===== src/rtl/subckt_bist_pkg.sv =====
// Shared constants for the subcircuit BIST sequencer: state codes, polynomial,
// default seed, INIT length and the Galois step shared by the LFSR and the MISR.
package subckt_bist_pkg;

    localparam logic [2:0] S_IDLE    = 3'd0;
    localparam logic [2:0] S_INIT    = 3'd1;
    localparam logic [2:0] S_APPLY   = 3'd2;
    localparam logic [2:0] S_CAPTURE = 3'd3;
    localparam logic [2:0] S_DONE    = 3'd4;

    localparam logic [15:0] POLY         = 16'hB400;
    localparam logic [15:0] DEFAULT_SEED = 16'hACE1;
    localparam int unsigned INIT_LEN     = 2;

    // One right-shift Galois step, with xin folded into bit 0 for signature compaction.
    function automatic logic [15:0] galois_step(input logic [15:0] v, input logic xin);
        return ({1'b0, v[15:1]} ^ (v[0] ? POLY : 16'h0000)) ^ {15'b0, xin};
    endfunction

endpackage


===== src/rtl/bist_lfsr16.sv =====
// 16-bit Galois shift register with load and step; used as the pattern LFSR
// (xin tied low) and as the MISR (xin = DUT output). Exposes the low OUT_W bits.
module bist_lfsr16
    import subckt_bist_pkg::*;
#(
    parameter int unsigned OUT_W = 16
) (
    input  logic             clk,
    input  logic             rst,
    input  logic             load,
    input  logic [15:0]      load_val,
    input  logic             step,
    input  logic             xin,
    output logic [OUT_W-1:0] q,
    output logic [OUT_W-1:0] nxt
);

    logic [15:0] reg_q;
    logic [15:0] reg_nxt;

    assign reg_nxt = galois_step(reg_q, xin);

    // NOTE: flops use non-blocking assignments so every register samples pre-edge values.
    always_ff @(posedge clk) begin
        if (rst)
            reg_q <= 16'h0000;
        else if (load)
            reg_q <= load_val;
        else if (step)
            reg_q <= reg_nxt;
    end

    assign q   = reg_q[OUT_W-1:0];
    assign nxt = reg_nxt[OUT_W-1:0];

endmodule


===== src/rtl/subckt_bist_ctrl.sv =====
// BIST sequencer for one subcircuit: holds the DUT in reset, applies N LFSR
// patterns with a settle time each, compacts dut_out into a MISR and reports pass/fail.
module subckt_bist_ctrl
    import subckt_bist_pkg::*;
#(
    parameter int unsigned IN_W   = 7,
    parameter int unsigned SETTLE = 2,
    parameter logic [15:0] SEED   = DEFAULT_SEED
) (
    input  logic            I1470,
    input  logic            I1477,
    input  logic            start,
    input  logic [15:0]     n_patterns,
    input  logic [15:0]     expected_sig,
    input  logic            dut_out,
    output logic [IN_W-1:0] dut_in,
    output logic            dut_rst_n,
    output logic            busy,
    output logic            done,
    output logic [15:0]     signature,
    output logic            pass
);

    localparam logic [15:0] LOAD_SEED = (SEED == 16'h0000) ? 16'h0001 : SEED;

    logic [2:0]      state;
    logic [15:0]     n_lat;
    logic [15:0]     exp_lat;
    logic [15:0]     pcnt;
    logic [15:0]     tcnt;
    logic            accept;
    logic            capture;
    logic            last;
    logic [IN_W-1:0] lfsr_q;
    logic [IN_W-1:0] lfsr_nxt;
    logic [15:0]     misr_q;
    logic [15:0]     misr_nxt;

    assign accept  = (state == S_IDLE) && start;
    assign capture = (state == S_CAPTURE);
    assign last    = (pcnt + 16'd1) == n_lat;

    bist_lfsr16 #(.OUT_W(IN_W)) u_lfsr (
        .clk      (I1470),
        .rst      (I1477),
        .load     (accept),
        .load_val (LOAD_SEED),
        .step     (capture),
        .xin      (1'b0),
        .q        (lfsr_q),
        .nxt      (lfsr_nxt)
    );

    bist_lfsr16 #(.OUT_W(16)) u_misr (
        .clk      (I1470),
        .rst      (I1477),
        .load     (accept),
        .load_val (16'h0000),
        .step     (capture),
        .xin      (dut_out),
        .q        (misr_q),
        .nxt      (misr_nxt)
    );

    always_ff @(posedge I1470) begin
        if (I1477) begin
            state     <= S_IDLE;
            n_lat     <= 16'h0000;
            exp_lat   <= 16'h0000;
            pcnt      <= 16'h0000;
            tcnt      <= 16'h0000;
            dut_in    <= '0;
            signature <= 16'h0000;
            pass      <= 1'b0;
        end else begin
            case (state)
                S_IDLE: begin
                    if (start) begin
                        state     <= S_INIT;
                        n_lat     <= n_patterns;
                        exp_lat   <= expected_sig;
                        pcnt      <= 16'h0000;
                        tcnt      <= 16'h0000;
                        signature <= 16'h0000;
                        pass      <= 1'b0;
                    end
                end
                S_INIT: begin
                    if (tcnt == 16'(INIT_LEN - 1)) begin
                        tcnt <= 16'h0000;
                        if (n_lat == 16'h0000) begin
                            state     <= S_DONE;
                            signature <= misr_q;
                            pass      <= (misr_q == exp_lat);
                        end else begin
                            state  <= S_APPLY;
                            dut_in <= lfsr_q;
                        end
                    end else begin
                        tcnt <= tcnt + 16'd1;
                    end
                end
                S_APPLY: begin
                    if (tcnt == 16'(SETTLE - 1)) begin
                        tcnt  <= 16'h0000;
                        state <= S_CAPTURE;
                    end else begin
                        tcnt <= tcnt + 16'd1;
                    end
                end
                S_CAPTURE: begin
                    // The signature is registered on entry to DONE so it is valid alongside the done pulse.
                    pcnt <= pcnt + 16'd1;
                    if (last) begin
                        state     <= S_DONE;
                        signature <= misr_nxt;
                        pass      <= (misr_nxt == exp_lat);
                    end else begin
                        state  <= S_APPLY;
                        dut_in <= lfsr_nxt;
                    end
                end
                S_DONE:  state <= S_IDLE;
                default: state <= S_IDLE;
            endcase
        end
    end

    assign busy      = (state != S_IDLE);
    assign done      = (state == S_DONE);
    assign dut_rst_n = (state == S_APPLY) || (state == S_CAPTURE);

endmodule


===== config.mk =====
export PLATFORM = sky130hd
export DESIGN_NAME = subckt_bist_ctrl
export DESIGN_NICKNAME = d
export VERILOG_FILES = /design/src/rtl/subckt_bist_pkg.sv /design/src/rtl/bist_lfsr16.sv /design/src/rtl/subckt_bist_ctrl.sv
export SDC_FILE = /design/constraint.sdc
export NUM_CORES = 1
export LEC_CHECK = 0
export CORE_ASPECT_RATIO = 1.5
export CORE_MARGIN = 2
export CORE_UTILIZATION = 35
export DETAILED_ROUTE_END_ITERATION = 12
export HOLD_SLACK_MARGIN = 0.1
export PLACE_DENSITY = 0.54
export SYNTH_ARGS = -nofsm -noshare
export SYNTH_HDL_FRONTEND = slang
export SYNTH_HIERARCHICAL = 1
export SYNTH_SLANG_ARGS = --single-unit

===== constraint.sdc =====
create_clock -name I1470 -period 2.75 [get_ports I1470]
set_input_delay 0.6875 -clock I1470 [delete_from_list [all_inputs] [get_ports I1470]]
set_output_delay 0.6875 -clock I1470 [all_outputs]
set_load 0.01 [all_outputs]

Word-level counts from Yosys, hierarchy flattened --
Index checks and enable logic that the tools add are counted. W data, S select, Z words.
Word-level totals: register bits 123, bits of input ports 36, output and inout bits 27, logic and storage cells 76
Operators by class: add/subtract/negate cells 2, eq/ne operators 15, mux-type cells 27, bitwise logic cells 3, reductions and logical operators 18
Operators by type and width (count):
- $mux W16 | 9
- $pmux W16 S2 | 2
- $eq A16 B16 Y1 | 3
- $pmux W16 S3 | 1
- $add A16 B1 Y16 const B | 2
- $xor A15 B16 Y16 | 2
- $mux W7 | 3
- $eq A16 B1 Y1 const B | 1
- $logic_not A16 Y1 | 1
- $xor A16 B1 Y16 | 1
- $mux W3 | 5
- $pmux W7 S2 | 1
- $ne A2 B2 Y1 const B | 6
- $pmux W3 S4 | 1
- $reduce_bool A2 Y1 | 4
- $eq A3 B2 Y1 const B | 2
- $reduce_and A2 Y1 | 3
- $reduce_bool A3 Y1 | 2
- $reduce_and A5 Y1 | 1
- $mux W1 | 4
- $reduce_and A4 Y1 | 1
- $reduce_or A2 Y1 | 2
- $eq A3 B1 Y1 const B | 1
- $eq A3 B3 Y1 const B | 1
- other kinds (6) | 6

Logic depth before layout (Yosys ltp) --
depth after elaboration 6, gate-level depth with buffers 12, mapped depth without buffers 9

Hierarchy --
The synthesis kept the hierarchy.
By module, submodules not included:
- subckt_bist_ctrl | times used 1, cells each 634, area each 5032.3 µm², sequential area each 1821.7 µm²
- bist_lfsr16 at u_lfsr | times used 1, cells each 92, area each 897.1 µm², sequential area each 320.3 µm²
- bist_lfsr16 at u_misr | times used 1, cells each 93, area each 897.1 µm², sequential area each 320.3 µm²

Least setup slack after synthesis --
OpenSTA, ideal clock, no wires.
kind register to register, from register pcnt[1], to register signature[11], library setup time 0.139 ns, arrival time 2.765 ns, required time 2.611 ns, path slack -0.154 ns, cell stages (with the launch flop) 12, buffers on the path 3, period minus slack after synthesis 2.904 ns, cell sequence dfxtp_1 > ha_1 > buf_2 > nand3_1 > nor4_1 > xnor2_1 > nand3_1 > or4_1 > buf_2 > a22oi_4 > buf_6 > o22ai_1
On the way: longest elaborated chain between the ends 4
Ends and longest elaborated chain:
- start: declaration | RTL line subckt_bist_ctrl.sv:29 | logic [15:0] pcnt;
- start signal: assignment | RTL line subckt_bist_ctrl.sv:113 | pcnt <= pcnt + 16'd1;
- $add A16 B1 Y16 | RTL line subckt_bist_ctrl.sv:41 | assign last = (pcnt + 16'd1) == n_lat;
- $eq A16 B16 Y1 | RTL line subckt_bist_ctrl.sv:41
- $ne A2 B1 Y1 (no source line)
- $reduce_and A5 Y1 (no source line)
- end signal: assignment | RTL line subckt_bist_ctrl.sv:93 | signature <= misr_q;
- end signal: assignment | RTL line subckt_bist_ctrl.sv:116 | signature <= misr_nxt;
- end: declaration | RTL line subckt_bist_ctrl.sv:20 | output logic [15:0] signature,
No other way between the ends. A chain may end at the register's enable or synchronous reset.

Worst setup path after layout --
from register pcnt[0], to register signature[13]
The elaborated chain is that of the path after synthesis.

==> impl_metrics.ini <==
[finish]
drive_gt1_frac = 0.134
fin_area_mm2 = 0.00858
antennaDiodeCount = 0
instances_no_fill = 1175
syn_to_final_growth_pct = 25.7
finalNetCount = 945
layout_commonest_cell = dfxtp_1
mostFrequentLayoutCells = dfxtp_1, nand2_1, a21oi_1, clkdlybuf4s50_1, mux2i_1
fillers = 1953

[power_and_ir_drop]
intPower_mw = 3.59
leakagePower_nw = 3.11
p_total_mw = 5.06
p_seq_frac = 0.402
comb_power_share = 0.179
worst_ir_drop_vdd_mv = 0.375
powerDensity_mw_per_mm2 = 590
switching_share = 0.290
clkPwrFrac = 0.419
p_sw_mw = 1.47

[clocking]
cts_max_path_buffers = 2
htree_levels = 4
holdBufCountCts = 0
path_clk_slew_ns = 0.06
clk_latency_ns = 0.43
cts_root_buffer = clkbuf_16
cts_buffers = 17
cts_tree = yes
cts_sinks = 123

[timing]
finalSetupViolCount = 0
fmax_mhz = 372
tightest_slew_ns = 0.539
finalHoldViolations = 0
period_share = 0.979
drv_slew = 0
clock_skew_ns = 0.00985
slew_headroom = 0.637
min_period_ns = 2.69

[route]
dr_wl_met3_um = 535
detailroute.wirelength.met2_um = 9670
routed_wl_um = 18300
wl_per_cell_um = 15.5
met1Wirelength_um = 7640
ant_nets = 0
routed.top_layer = met4
drt-vias-per-instance = 5.03
vias = 5909
first_pass_iters = 5
drc = 0
drt_iter0_markers = 305

[setup_path]
required_ns = 3.05
crit_fanout = 8
reg2reg_depth = 11
r2r-start = pcnt[0]
ff2ff_setup_slack_ns = 0.06
critPathKind = reg2reg
r2r-end = signature[13]
critPathArrivalTime_ns = 2.99
start_kind = register
crit_path_end_kind = register

[placed_design]
gp_congestion = 0.908
dp_hpwl_um = 13000
numPortBuffers = 62
placed_cells = 1132
placed_area_mm2 = 0.00779

[worst_hold_path]
whs_endpoint = exp_lat[4]
min_path_cells = 2
hp-class = reg2reg
hold_start = exp_lat[4]

[logic_synthesis]
synth-edff-count = 0
postSynthCellCount = 819
synth_area_leaders = dfxtp_1, mux2i_1, nand2_1
avgSynthCellArea_um2 = 8.34
yosys_warnings = 6
synth_top_area_share = 0.361
syn_area_mm2 = 0.00683
ys_seq_area_frac = 0.361
synth_top_area_cell = dfxtp_1
async_reset_ff_frac = 0
synth_ff_type = dfxtp_1
ys_types = 57
ys_ff_latch = 123

[floorplanning]
dieArea_mm2 = 0.0207
io_pins = 63
initial_core_util = 0.356
core-area_mm2 = 0.0192
die_height_um = 175
row_count = 62
die_w_um = 118

[global_routing]
antenna_found_initial = 0
grt_use_total = 0.179
grt_pass1_vias = 5800
grt_remaining_overflow = 0
grt_pass1_wl_um = 29600
grt_max_degree = 36

[run_status]
outcome = finished clean

[flow_run]
drv_cap = 0
==> final cells by class <==
class / count / area (um2) / area share
Inverter: 20 / 75.1 / 0.00875
Tap cell: 256 / 320 / 0.0373
Clock buffer: 19 / 443 / 0.0516
Multi-Input combinational cell: 621 / 4040 / 0.470
Sequential cell: 123 / 2470 / 0.288
Timing Repair Buffer: 123 / 1120 / 0.131
Clock inverter: 13 / 119 / 0.0139
==> worst max-delay path by stage <==
stage               startpoint       endpoint  slack [ns]
finish                 pcnt[0]  signature[13]        0.06
global route           pcnt[0]   signature[3]       -0.05
CTS                    pcnt[0]  signature[12]       0.006
detailed placement     pcnt[3]  signature[12]       -0.15
global placement       pcnt[3]  signature[13]       -0.16
floorplan              pcnt[1]  signature[11]       0.006
==> per-stage QoR <==
| stage | util | setup WS, ns | hold slack, ns | TNS [ns] |
|---|---|---|---|---|
| floorplan | - | 0.00552 | 0.446 | 0 |
| global placement | 0.406 | -0.164 | 0.463 | -3.76 |
| detailed placement | 0.406 | -0.147 | 0.463 | -3.18 |
| CTS | 0.436 | 0.00625 | 0.472 | 0 |
| global route | 0.448 | -0.0453 | 0.480 | -0.535 |
| finish | 0.448 | 0.0586 | 0.471 | 0 |
==> kinds of logic (layout without fill, tap and decap cells) <==
family,after synthesis,count (layout),share of synthesized area
flip-flops,123,123,0.361
XOR/XNOR,53,53,0.0702
multiplexers,62,62,0.0915
buffers and inverters,106,175,0.0830
AND/OR/NAND/NOR,290,290,0.218
other,2,33,0.00110
AO/OA/AOI/OAI,180,180,0.170
adder cells (fa/ha/maj),3,3,0.00550
==> worst max-delay path, cell delays in order (launching register included) <==
cell	delay [ns]
dfxtp_2	0.35
buf_6	0.13
nand4_1	0.25
buf_4	0.24
nor3_2	0.10
buf_4	0.16
xnor2_4	0.13
nand3_2	0.12
or4_4	0.57
a22oi_4	0.23
clkbuf_16	0.20
o22ai_1	0.08
==> registers in the layout, indices dropped and copies added (netlist names) <==
register	count
state	3
tcnt	16
pass	1
u_misr/q	16
exp_lat	16
n_lat	16
dut_in	7
pcnt	16
u_lfsr/reg_q	16
signature	16
==> Yosys cell counts (22+ instances only) <==
master / n
a211oi_1: 27
a21oi_1: 63
buf_4: 27
clkbuf_1: 35
dfxtp_1: 123
mux2i_1: 59
nand2_1: 97
nand2b_1: 25
nor2_1: 44
nor2b_1: 29
o21ai_0: 23
xnor2_1: 22
xor2_1: 30
==> power by group through the flow <==
stage | clock network [mW] | logic [mW] | registers [mW]
2_1_floorplan | 0 | 0.667 | 2.03
3_3_place_gp | 0 | 0.863 | 2.07
3_5_place_dp | 0 | 0.869 | 2.07
4_1_cts | 2.18 | 0.874 | 2.04
5_1_grt | 2.26 | 1.00 | 2.05
6_report | 2.12 | 0.903 | 2.04
==> per-layer routing <==
metal	vias up	global-route usage
met2	97	0.329
met5	-	0
met4	0	0.0698
met1	2747	0.201
li1	3038	-
met3	27	0.0369
==> repair_timing <==
item,4_1_cts,5_1_grt
pin swaps,0,3
setup buffers,0,10
endpoints found under the setup margin,24,24
cloned,0,1
gates resized for setup,4,28
Note: power is estimated with default switching activity, not from simulation.
